$ cat src/rtl/seq_nonrestoring_divider_if.sv
// Operand/result handshake bundle for the sequential divider.
// Latency: none; these are wires only.
// Backpressure: valid/ready on both the operand and the result side.
interface seq_nonrestoring_divider_if #(
    parameter int WIDTH = 8
);
    // operand side
    logic             in_valid;
    logic             in_ready;
    logic [WIDTH-1:0] dividend;
    logic [WIDTH-1:0] divisor;

    // result side
    logic             out_valid;
    logic             out_ready;
    logic [WIDTH-1:0] quotient;
    logic [WIDTH-1:0] remainder;
    logic             div_by_zero;

    // producer of operands / consumer of results
    modport master (
        output in_valid,
        output dividend,
        output divisor,
        output out_ready,
        input  in_ready,
        input  out_valid,
        input  quotient,
        input  remainder,
        input  div_by_zero
    );

    // the divider itself
    modport slave (
        input  in_valid,
        input  dividend,
        input  divisor,
        input  out_ready,
        output in_ready,
        output out_valid,
        output quotient,
        output remainder,
        output div_by_zero
    );
endinterface

$ cat src/rtl/seq_nonrestoring_divider.sv
// Unsigned WIDTH-bit divider, non-restoring recurrence, one quotient bit per clock.
// Latency: WIDTH+1 cycles from accept to out_valid; a zero divisor answers in the next cycle.
// Backpressure: one operation in flight; in_ready low until the result is taken, result held indefinitely.
module seq_nonrestoring_divider #(
    parameter int WIDTH = 8
) (
    input  logic                        clk,
    input  logic                        rst,
    seq_nonrestoring_divider_if.slave   bus,
    output logic                        busy
);

    // The counter only has to reach WIDTH-1.
    localparam int CW = (WIDTH > 1) ? $clog2(WIDTH) : 1;
    localparam logic [CW-1:0] LAST_STEP = CW'(WIDTH - 1);

    generate
        if (WIDTH < 4 || WIDTH > 32) begin : g_bad_width
            $error("seq_nonrestoring_divider: WIDTH must be in 4..32");
        end
    endgenerate

    typedef enum logic [1:0] {
        S_IDLE = 2'd0,
        S_CALC = 2'd1,
        S_FIX  = 2'd2,
        S_DONE = 2'd3
    } state_t;

    state_t state;
    state_t state_nxt;

    // Iteration state: partial remainder (two's complement), dividend
    // shift register, quotient bits being built, latched divisor.
    logic [WIDTH:0]   p;
    logic [WIDTH-1:0] a;
    logic [WIDTH-1:0] q;
    logic [WIDTH-1:0] d;
    logic [CW-1:0]    cnt;

    // Result registers; these only change on a loading edge.
    logic [WIDTH-1:0] quo;
    logic [WIDTH-1:0] rem;
    logic             dbz;

    // Handshake decode.
    logic in_ready;
    logic out_valid;
    logic accept;
    logic release_res;
    logic divisor_zero;

    // Shared adder/subtractor.
    logic             p_neg;
    logic             add_mode;
    logic [WIDTH:0]   d_ext;
    logic [WIDTH:0]   add_a;
    logic [WIDTH:0]   add_b;
    logic [WIDTH:0]   add_cin;
    logic [WIDTH:0]   add_sum;

    assign p_neg        = p[WIDTH];
    assign divisor_zero = (bus.divisor == '0);
    assign accept       = bus.in_valid && in_ready;
    assign release_res  = out_valid && bus.out_ready;

    assign bus.in_ready    = in_ready;
    assign bus.out_valid   = out_valid;
    assign bus.quotient    = quo;
    assign bus.remainder   = rem;
    assign bus.div_by_zero = dbz;

    // State register; reset aborts any operation in flight.
    always_ff @(posedge clk or posedge rst) begin
        if (rst) begin
            state <= S_IDLE;
        end else begin
            state <= state_nxt;
        end
    end

    // Next-state logic and state-decoded handshake outputs.
    always_comb begin
        state_nxt = state;
        in_ready  = 1'b0;
        out_valid = 1'b0;
        busy      = 1'b0;
        case (state)
            S_IDLE: begin
                in_ready = 1'b1;
                if (bus.in_valid) begin
                    state_nxt = divisor_zero ? S_DONE : S_CALC;
                end
            end
            S_CALC: begin
                busy = 1'b1;
                if (cnt == LAST_STEP) begin
                    state_nxt = S_FIX;
                end
            end
            S_FIX: begin
                busy      = 1'b1;
                state_nxt = S_DONE;
            end
            S_DONE: begin
                out_valid = 1'b1;
                if (bus.out_ready) begin
                    state_nxt = S_IDLE;
                end
            end
            default: begin
                state_nxt = S_IDLE;
            end
        endcase
    end

    // One (WIDTH+1)-bit adder serves both the iteration and the final
    // correction. A non-negative P subtracts D (inverted D plus carry-in),
    // a negative P adds it. The FIX edge only commits the sum when P<0, so
    // the same sign-based mode select is correct there too.
    always_comb begin
        d_ext    = {1'b0, d};
        add_mode = p_neg;
        add_a    = (state == S_FIX) ? p : {p[WIDTH-1:0], a[WIDTH-1]};
        add_b    = add_mode ? d_ext : ~d_ext;
        add_cin  = {{WIDTH{1'b0}}, ~add_mode};
        add_sum  = add_a + add_b + add_cin;
    end

    // Iteration registers: loaded on accept, advanced on every CALC edge,
    // corrected on the FIX edge.
    always_ff @(posedge clk or posedge rst) begin
        if (rst) begin
            p   <= '0;
            a   <= '0;
            q   <= '0;
            d   <= '0;
            cnt <= '0;
        end else begin
            case (state)
                S_IDLE: begin
                    if (accept && !divisor_zero) begin
                        d   <= bus.divisor;
                        a   <= bus.dividend;
                        p   <= '0;
                        q   <= '0;
                        cnt <= '0;
                    end
                end
                S_CALC: begin
                    p   <= add_sum;
                    a   <= {a[WIDTH-2:0], 1'b0};
                    q   <= {q[WIDTH-2:0], ~add_sum[WIDTH]};
                    cnt <= cnt + 1'b1;
                end
                S_FIX: begin
                    if (p_neg) begin
                        p <= add_sum;
                    end
                end
                default: begin
                end
            endcase
        end
    end

    // Result registers: loaded on the FIX edge, or directly on a
    // zero-divisor accept; held otherwise so they stay stable under
    // backpressure.
    always_ff @(posedge clk or posedge rst) begin
        if (rst) begin
            quo <= '0;
            rem <= '0;
            dbz <= 1'b0;
        end else begin
            if (state == S_IDLE && accept && divisor_zero) begin
                quo <= '1;
                rem <= bus.dividend;
                dbz <= 1'b1;
            end else if (state == S_FIX) begin
                quo <= q;
                rem <= p_neg ? add_sum[WIDTH-1:0] : p[WIDTH-1:0];
                dbz <= 1'b0;
            end
        end
    end

    // Never ready for operands while a result is pending.
    a_no_overlap: assert property (@(posedge clk) disable iff (rst)
        !(in_ready && out_valid));

    // A stalled result must not move.
    a_hold_result: assert property (@(posedge clk) disable iff (rst)
        (out_valid && !bus.out_ready) |=>
            (out_valid && $stable(quo) && $stable(rem) && $stable(dbz)));

    // The result is only released through a handshake.
    a_release: assert property (@(posedge clk) disable iff (rst)
        release_res |=> !out_valid);

endmodule
$ cat src/flat_wrapper.sv
// flat-port wrapper written by rule: the top's interface ports become plain ports
module seq_nonrestoring_divider_flat 
#(
    parameter int WIDTH = 8
)
  (clk, rst, busy, bus_in_valid, bus_dividend, bus_divisor, bus_out_ready, bus_in_ready, bus_out_valid, bus_quotient, bus_remainder, bus_div_by_zero);
  seq_nonrestoring_divider_if #(.WIDTH(WIDTH)) bus_i ();
  input  logic clk;
  input  logic rst;
  output logic busy;
  input wire logic [$bits(bus_i.in_valid)-1:0] bus_in_valid;
  input wire logic [$bits(bus_i.dividend)-1:0] bus_dividend;
  input wire logic [$bits(bus_i.divisor)-1:0] bus_divisor;
  input wire logic [$bits(bus_i.out_ready)-1:0] bus_out_ready;
  output wire logic [$bits(bus_i.in_ready)-1:0] bus_in_ready;
  output wire logic [$bits(bus_i.out_valid)-1:0] bus_out_valid;
  output wire logic [$bits(bus_i.quotient)-1:0] bus_quotient;
  output wire logic [$bits(bus_i.remainder)-1:0] bus_remainder;
  output wire logic [$bits(bus_i.div_by_zero)-1:0] bus_div_by_zero;
  assign bus_i.in_valid = bus_in_valid;
  assign bus_i.dividend = bus_dividend;
  assign bus_i.divisor = bus_divisor;
  assign bus_i.out_ready = bus_out_ready;
  assign bus_in_ready = bus_i.in_ready;
  assign bus_out_valid = bus_i.out_valid;
  assign bus_quotient = bus_i.quotient;
  assign bus_remainder = bus_i.remainder;
  assign bus_div_by_zero = bus_i.div_by_zero;
  seq_nonrestoring_divider #(.WIDTH(WIDTH)) u_core (.clk(clk), .rst(rst), .bus(bus_i), .busy(busy));
endmodule
$ cat config.mk
export PLATFORM = sky130hd
export DESIGN_NAME = seq_nonrestoring_divider_flat
export DESIGN_NICKNAME = d
export VERILOG_FILES = /design/src/rtl/seq_nonrestoring_divider_if.sv /design/src/rtl/seq_nonrestoring_divider.sv /design/src/flat_wrapper.sv
export SDC_FILE = /design/constraint.sdc
export NUM_CORES = 1
export LEC_CHECK = 0
export ABC_AREA = 1
export CORE_UTILIZATION = 56
export DETAILED_ROUTE_END_ITERATION = 8
export HOLD_SLACK_MARGIN = 0.08
export PLACE_DENSITY_LB_ADDON = 0.05
export SLEW_MARGIN = 15
export SYNTH_ARGS = -nofsm -noshare
export SYNTH_HDL_FRONTEND = slang
export SYNTH_SLANG_ARGS = --single-unit
export TNS_END_PERCENT = 100
$ cat constraint.sdc
create_clock -name clk -period 3.32 [get_ports clk]
set_clock_uncertainty 0.05 [all_clocks]
set_input_delay 0.664 -clock clk [delete_from_list [all_inputs] [get_ports clk]]
set_output_delay 0.664 -clock clk [all_outputs]
set_load 0.01 [all_outputs]
==> results of run 1 <==
==> worst max-delay path: stages (launching register included) <==
cell     delay [ns]
dfrtp_1        0.41
inv_1          0.11
ha_1           0.54
nand2_1        0.11
o21ai_0        0.15
inv_1          0.11
fa_1           0.44
inv_1          0.09
nand3_1        0.07
nand2_1        0.11
nand4_1        0.09
nand3_1        0.10
xor2_1         0.24
o21ai_0        0.11
==> power groups by stage <==
stage | clock, mW | combinational, mW | sequential, mW
floorplan | 0 | 1.53 | 1.09
global placement | 0 | 2.04 | 1.08
detailed placement | 0 | 2.06 | 1.09
CTS | 0.387 | 2.07 | 1.07
global route | 0.405 | 2.35 | 1.11
finish | 0.370 | 2.08 | 1.07
==> final cells by class <==
| type | count | area (um2) |
|---|---|---|
| clock inverters | 2 | 16.3 |
| fillers | 481 | 1780 |
| clock buffers | 6 | 72.6 |
| multi-input cells | 257 | 1550 |
| well taps | 72 | 90.1 |
| flip-flops and latches | 55 | 1380 |
| repair buffers | 45 | 435 |
| inverters | 64 | 248 |
==> kinds of logic after synthesis <==
logic type,count (synthesis),synth area share [%]
mux,1,0.689
buf+inv,78,10.4
simple gates,145,20.0
compound gates,84,17.6
flops,55,42.1
xor+xnor,12,3.21
fa+ha+maj,15,5.97
==> worst max-delay path by stage <==
stage	start	endpoint	slack, ns	depth (start not counted)
final	u_core.state[0]$_DFFE_PP0P_	u_core.p[8]$_DFFE_PP0P_	0.48	13
after global placement	u_core.state[0]$_DFFE_PP0P_	u_core.q[0]$_DFFE_PP0P_	0.61	14
after detailed placement	u_core.state[0]$_DFFE_PP0P_	u_core.p[8]$_DFFE_PP0P_	0.53	13
after floorplan	u_core.state[0]$_DFFE_PP0P_	u_core.bus.remainder[6]$_DFFE_PP0P_	0.86	13
after global routing	u_core.state[0]$_DFFE_PP0P_	u_core.q[0]$_DFFE_PP0P_	0.12	14
after CTS	u_core.state[0]$_DFFE_PP0P_	u_core.p[8]$_DFFE_PP0P_	0.51	13
==> Yosys cell counts, drive strengths merged (5+ instances only) <==
library cell,instances,area share [%]
buf,12,2.6
o21ai,44,7.7
nand2,97,12
inv,64,7.6
nand3,16,3.0
nand4,5,0.96
o211ai,7,1.6
nor2,23,3.8
xnor2,9,2.4
o22ai,16,4.4
dfrtp,55,42
a21oi,13,2.6
ha,14,5.4
==> registers in the layout, indices dropped and copies added (netlist names) <==
| name | flops |
|---|---|
| u_core.d | 8 |
| u_core.cnt | 3 |
| u_core.p | 9 |
| u_core.q | 8 |
| u_core.a | 8 |
| u_core.bus.quotient | 8 |
| u_core.bus.remainder | 8 |
| u_core.state | 2 |
| u_core.bus.div_by_zero | 1 |
==> metal layers <==
| metal | vias to the layer above | GRT usage, % |
|---|---|---|
| met2 | 58 | 39.7 |
| met4 | 0 | 6.67 |
| li1 | 1334 | - |
| met3 | 9 | 3.84 |
| met1 | 1220 | 38.4 |
| met5 | - | 0 |
==> stage by stage <==
step                      cells  utilization, %  area [um2]  hold slack, ns
final                       501            68.0        3790           0.444
after global routing        501            68.0        3790           0.485
after CTS                   501            68.0        3790           0.444
after detailed placement    493            66.4        3700           0.420
after global placement      493            66.4        3700           0.415
after floorplan             390               -        3270           0.411
==> results.ini, run 1 <==
[status]
status = completed

[synth]
synthArstFlopShare_pct = 100
synth_nets = 425
synthDistinctLibCells = 39
avgSynthCellArea_um2 = 8.39
ys_warn_count = 0
yosysSeqAreaShare_pct = 42.1
synth_area_um2 = 3270
syn_inst = 390
ys_ff_latch = 55
ys.flop_type = dfrtp_1
synth_edf_count = 0

[timing]
fin_setup_tns_ns = 0
final.min_clock_period_ns = 2.84
hold_viol = 0
setup_ws_ns = 0.476
rsz0062_at_grt = false
maxSlewHeadroom_pct = 35.2
fmax_ghz = 0.352
fin_crit_sh_pct = 85.7
drv_slew = 0
setup_violations = 0
tightest_slew_ns = 0.968

[drt]
maxUsedRoutingLayer = met4
drtPass1Iterations = 4
wl_met2_um = 3090
met1_length_um = 3390
via_per_inst = 5.23
drt_iter0_drc = 181
route.detailed.drc = 0
wl_per_cell_um = 13.7
final_antenna_net_count = 0
num_vias = 2621
met3_length_um = 281
finalWirelength_um = 6850

[clocking]
post_cts_buffers = 0
clk_latency_ns = 0.31
cts.sinks = 55
post_cts_resized = 0
cts_tree = done
numCtsBuffers = 5
cts_buffer_depth = 2
cts_root_buf = clkbuf_8
clkTransAtPathRegs_ns = 0.10
ctsHtreeMaxLevel = 2
cts_hold_buf = 0

[setup_path]
timing.rr.start = u_core.state[0]$_DFFE_PP0P_
critical_path_class = flop to flop
crit_path_end_kind = flop
r2r_end = u_core.p[8]$_DFFE_PP0P_
critPathRequiredTime_ns = 3.46
crit_path_start_kind = flop
path_max_fanout = 19
critPathArrivalTime_ns = 2.99
r2r_cells = 13
worst-r2r-setup-slack_ns = 0.48

[die]
core-area_um2 = 5570
io_pins = 40
die_area_um2 = 6150
initial_core_util_pct = 58.7
die_x_um = 78.4
rows = 27
die_y_um = 78.4

[grt]
grt_usage_pct = 25.9
grt_pass1_vias = 2535
grt-ovfl-total = 0
antenna_found_initial = 0
grt_pass1_wl_um = 12300
grt_max_degree = 27

[pwr]
p_switching_mw = 1.59
p_comb_share_pct = 59.1
internal_power_mw = 1.93
pwr-share-clk_pct = 10.5
swShare_pct = 45.2
vdd_drop_max_v = 0.000618
p_seq_share_pct = 30.4
finalPower_mw = 3.52
p_leak_nw = 1.78
p_per_area_nw_per_um2 = 929

[hold_path]
holdPathEnd = u_core.bus.remainder[6]$_DFFE_PP0P_
worstHoldPathCells = 2
min_path_type = flop to flop
hold_start = u_core.bus.remainder[6]$_DFFE_PP0P_

[finish]
diodes = 0
mostFrequentLayoutCell = nand2_1
drive_gt1_share_pct = 12.8
nets = 463
layout_common_cells = 94 x nand2_1, 56 x inv_1, 55 x dfrtp_1, 39 x clkdlybuf4s50_1, 36 x o21ai_0
area_growth_pct = 16.0

[placement]
gp_congestion = 0.906
io_buffers = 39
dp_hpwl_um = 5200
pre_cts_ws_ns = 0.534

[job]
cap_violations = 0

Note: power is estimated with default switching activity, not from simulation.
==> inputs of run 2 (changes only) <==
--- a/config.mk
+++ b/config.mk
@@ -6,8 +6,9 @@
 export NUM_CORES = 1
 export LEC_CHECK = 0
 export ABC_AREA = 1
-export CORE_UTILIZATION = 56
+export CORE_UTILIZATION = 65
 export DETAILED_ROUTE_END_ITERATION = 8
+export DONT_BUFFER_PORTS = 1
 export HOLD_SLACK_MARGIN = 0.08
 export PLACE_DENSITY_LB_ADDON = 0.05
 export SLEW_MARGIN = 15
==> constraint.sdc (replaced) <==
create_clock -name clk -period 3.6 [get_ports clk]
set_clock_uncertainty 0.05 [all_clocks]
set_input_delay 0.72 -clock clk [delete_from_list [all_inputs] [get_ports clk]]
set_output_delay 0.72 -clock clk [all_outputs]
set_load 0.01 [all_outputs]
==> run 2 against run 1 <==
Net effect: global-route usage rose by 1.6 points; first-iteration DRC count is 19% higher; register-to-register slack gained 0.35 ns; sequential cell count did not move; non-clock buffer count down 41; worst setup slack gained 0.35 ns; critical endpoint is now u_core.q[0]$_DFFE_PP0P_; largest power group unchanged.
==> results.ini, run 2 (synthesized netlist as in run 1, its figures left out) <==
[setup_path]
r2r_cells = 16  ; was 13
critPathMostFrequentCell = nand2_1  ; was inv_1
worst-r2r-setup-slack_ns = 0.83  ; was 0.48 ns
cpPeakStageDelay_ns = 0.40  ; was 0.54 ns
path_cells = inv_1 > ha_1 > buf_4 > inv_2 > nand2_1 > nand3_1 > nand2_1 > fa_1 > inv_1 > nand3_1 > nand2_1 > nand4_1 > nand3_1 > xor2_1 > nand2_1 > o21ai_2  ; was inv_1 > ha_1 > nand2_1 > o21ai_0 > inv_1 > fa_1 > inv_1 > nand3_1 > nand2_1 > nand4_1 > nand3_1 > xor2_1 > o21ai_0
critPathRequiredTime_ns = 3.78  ; was 3.46 ns
path_max_fanout = 12  ; was 19
critPathSlowestCell = fa_1  ; was ha_1
crit_path_start_kind = flop  ; unchanged
critical_path_class = flop to flop  ; unchanged
critPathArrivalTime_ns = 2.95  ; was 2.99 ns
r2r_end = u_core.q[0]$_DFFE_PP0P_  ; was u_core.p[8]$_DFFE_PP0P_
crit_path_end_kind = flop  ; unchanged
timing.rr.start = u_core.state[0]$_DFFE_PP0P_  ; unchanged

[timing]
fin_setup_tns_ns = 0  ; unchanged
fin_crit_sh_pct = 77.0  ; was 85.7%
fmax_ghz = 0.361  ; was 0.352 GHz
final.min_clock_period_ns = 2.77  ; was 2.84 ns
tightest_slew_ns = 0.983  ; was 0.968 ns
rsz0062_at_grt = false  ; unchanged
hold_viol = 0  ; unchanged
setup_ws_ns = 0.830  ; was 0.476 ns
drv_slew = 0  ; unchanged
setup_violations = 0  ; unchanged
maxSlewHeadroom_pct = 34.2  ; was 35.2%

[clocking]
ctsHtreeMaxLevel = 2  ; unchanged
post_cts_resized = 0  ; unchanged
cts_tree = done  ; unchanged
numCtsBuffers = 5  ; unchanged
clkTransAtPathRegs_ns = 0.10  ; about the same
cts_root_buf = clkbuf_8  ; unchanged
cts.sinks = 55  ; unchanged
cts_buffer_depth = 2  ; unchanged
post_cts_buffers = 0  ; unchanged
cts_hold_buf = 0  ; unchanged
clk_latency_ns = 0.31  ; about the same

[pwr]
finalPower_mw = 3.11  ; was 3.52 mW
p_per_area_nw_per_um2 = 913  ; was 929 nW/um2
p_leak_nw = 1.64  ; was 1.78 nW
vdd_drop_max_v = 0.000702  ; was 0.000618 V

[placement]
pre_cts_ws_ns = 0.855  ; was 0.534 ns
io_buffers = 0  ; was 39
dp_hpwl_um = 5010  ; was 5200 um
dp.cells = 447  ; was 493
gp_congestion = 0.869  ; was 0.906

[drt]
route.detailed.drc = 0  ; unchanged
final_antenna_net_count = 0  ; unchanged
wl_per_cell_um = 14.4  ; was 13.7 um
drtPass1Iterations = 4  ; unchanged
drt_iter0_drc = 215  ; was 181
via_per_inst = 5.42  ; was 5.23
finalWirelength_um = 6560  ; was 6850 um
num_vias = 2464  ; was 2621

[die]
rows = 25  ; was 27
initial_core_util_pct = 68.3  ; was 58.7%
die_area_um2 = 5320  ; was 6150 um2
die_x_um = 72.9  ; was 78.4 um
core-area_um2 = 4790  ; was 5570 um2
io_pins = 40  ; unchanged
die_y_um = 72.9  ; was 78.4 um

[grt]
grt_usage_pct = 27.5  ; was 25.9%
grt_max_degree = 38  ; was 27
grt_pass1_vias = 2349  ; was 2535
grt-ovfl-total = 0  ; unchanged
antenna_found_initial = 0  ; unchanged
grt_pass1_wl_um = 11100  ; was 12300 um

[finish]
mostFrequentLayoutCell = nand2_1  ; unchanged
layout.cells.non_filler = 455  ; was 501
regMostFlops = u_core.p  ; unchanged
largest_reg_flops = 9  ; unchanged
diodes = 0  ; unchanged
layout_common_cells = 94 x nand2_1, 56 x inv_1, 55 x dfrtp_1, 36 x o21ai_0, 17 x nor2_1  ; was 94 x nand2_1, 56 x inv_1, 55 x dfrtp_1, 39 x clkdlybuf4s50_1, 36 x o21ai_0
area_growth_pct = 4.09  ; was 16.0%
fill_cells = 398  ; was 481
post-route-util_pct = 71.1  ; was 68.0%
nets = 422  ; was 463
drive_gt1_share_pct = 13.9  ; was 12.8%

[status]
status = completed  ; unchanged

[job]
cap_violations = 0  ; unchanged

[hold_path]
min_path_type = input port to async pin  ; was flop to flop

-- run 2: cell types whose count changed in the layout (fill, tap and decap cells not counted) --
| cell | previous run | this run |
|---|---|---|
| buf_4 | 6 | 4 |
| bufinv_16 | 0 | 1 |
| clkbuf_1 | 1 | 0 |
| clkdlybuf4s50_1 | 39 | 0 |
| clkinv_2 | 0 | 1 |
| clkinv_4 | 0 | 1 |
| clkinvlp_4 | 1 | 0 |
| inv_6 | 2 | 1 |
-- run 2: worst max-delay path by stage --
stage | start | end | slack (ns) | cells after the start
3_3_place_gp | u_core.state[0]$_DFFE_PP0P_ | u_core.p[8]$_DFFE_PP0P_ | 1.05 | 15
5_1_grt | u_core.state[0]$_DFFE_PP0P_ | u_core.q[0]$_DFFE_PP0P_ | 0.63 | 16
4_1_cts | u_core.state[0]$_DFFE_PP0P_ | u_core.q[0]$_DFFE_PP0P_ | 0.84 | 16
2_1_floorplan | u_core.state[0]$_DFFE_PP0P_ | u_core.bus.remainder[6]$_DFFE_PP0P_ | 1.14 | 13
6_report | u_core.state[0]$_DFFE_PP0P_ | u_core.q[0]$_DFFE_PP0P_ | 0.83 | 16
3_5_place_dp | u_core.state[0]$_DFFE_PP0P_ | u_core.p[8]$_DFFE_PP0P_ | 0.85 | 15
-- run 2: area by class of cell --
class	instances	area (um2)	share of cell area, %
clock inverters	3	43.8	1.29
flip-flops and latches	55	1380	40.4
repair buffers	4	30.0	0.882
inverters	64	248	7.28
well taps	67	83.8	2.46
clock buffers	5	68.8	2.02
multi-input cells	257	1550	45.6
-- run 2: routing by layer --
| layer | vias up | routed length (um) | track usage [%] |
|---|---|---|---|
| met3 | 8 | 392 | 5.52 |
| met2 | 69 | 3080 | 44.0 |
| li1 | 1253 | - | - |
| met5 | - | 0 | 0 |
| met1 | 1134 | 3040 | 38.9 |
| met4 | 0 | 57 | 6.10 |
-- run 2: per-stage QoR --
step	instance area, um2	hold slack, ns
2_1_floorplan	3270	0.411
6_report	3400	0.361
3_5_place_dp	3290	0.448
4_1_cts	3400	0.388
3_3_place_gp	3290	0.439
5_1_grt	3400	0.420
-- run 2: worst max-delay path, delay by kind of cell, from the launching register on --
family,cells,cell delay (ns)
simple gates,8,0.79
xor+xnor,1,0.22
flops,1,0.39
fa+ha+maj,2,0.61
buf+inv,4,0.56
compound gates,1,0.06
-- run 2: power by group --
part           leakage (nW)  total, mW  internal (mW)  switching (mW)
Clock                0.0581      0.412          0.207           0.205
Sequential            0.702       1.04          0.853           0.189
Combinational         0.878       1.65          0.603            1.05
Total                  1.64       3.11           1.66            1.44
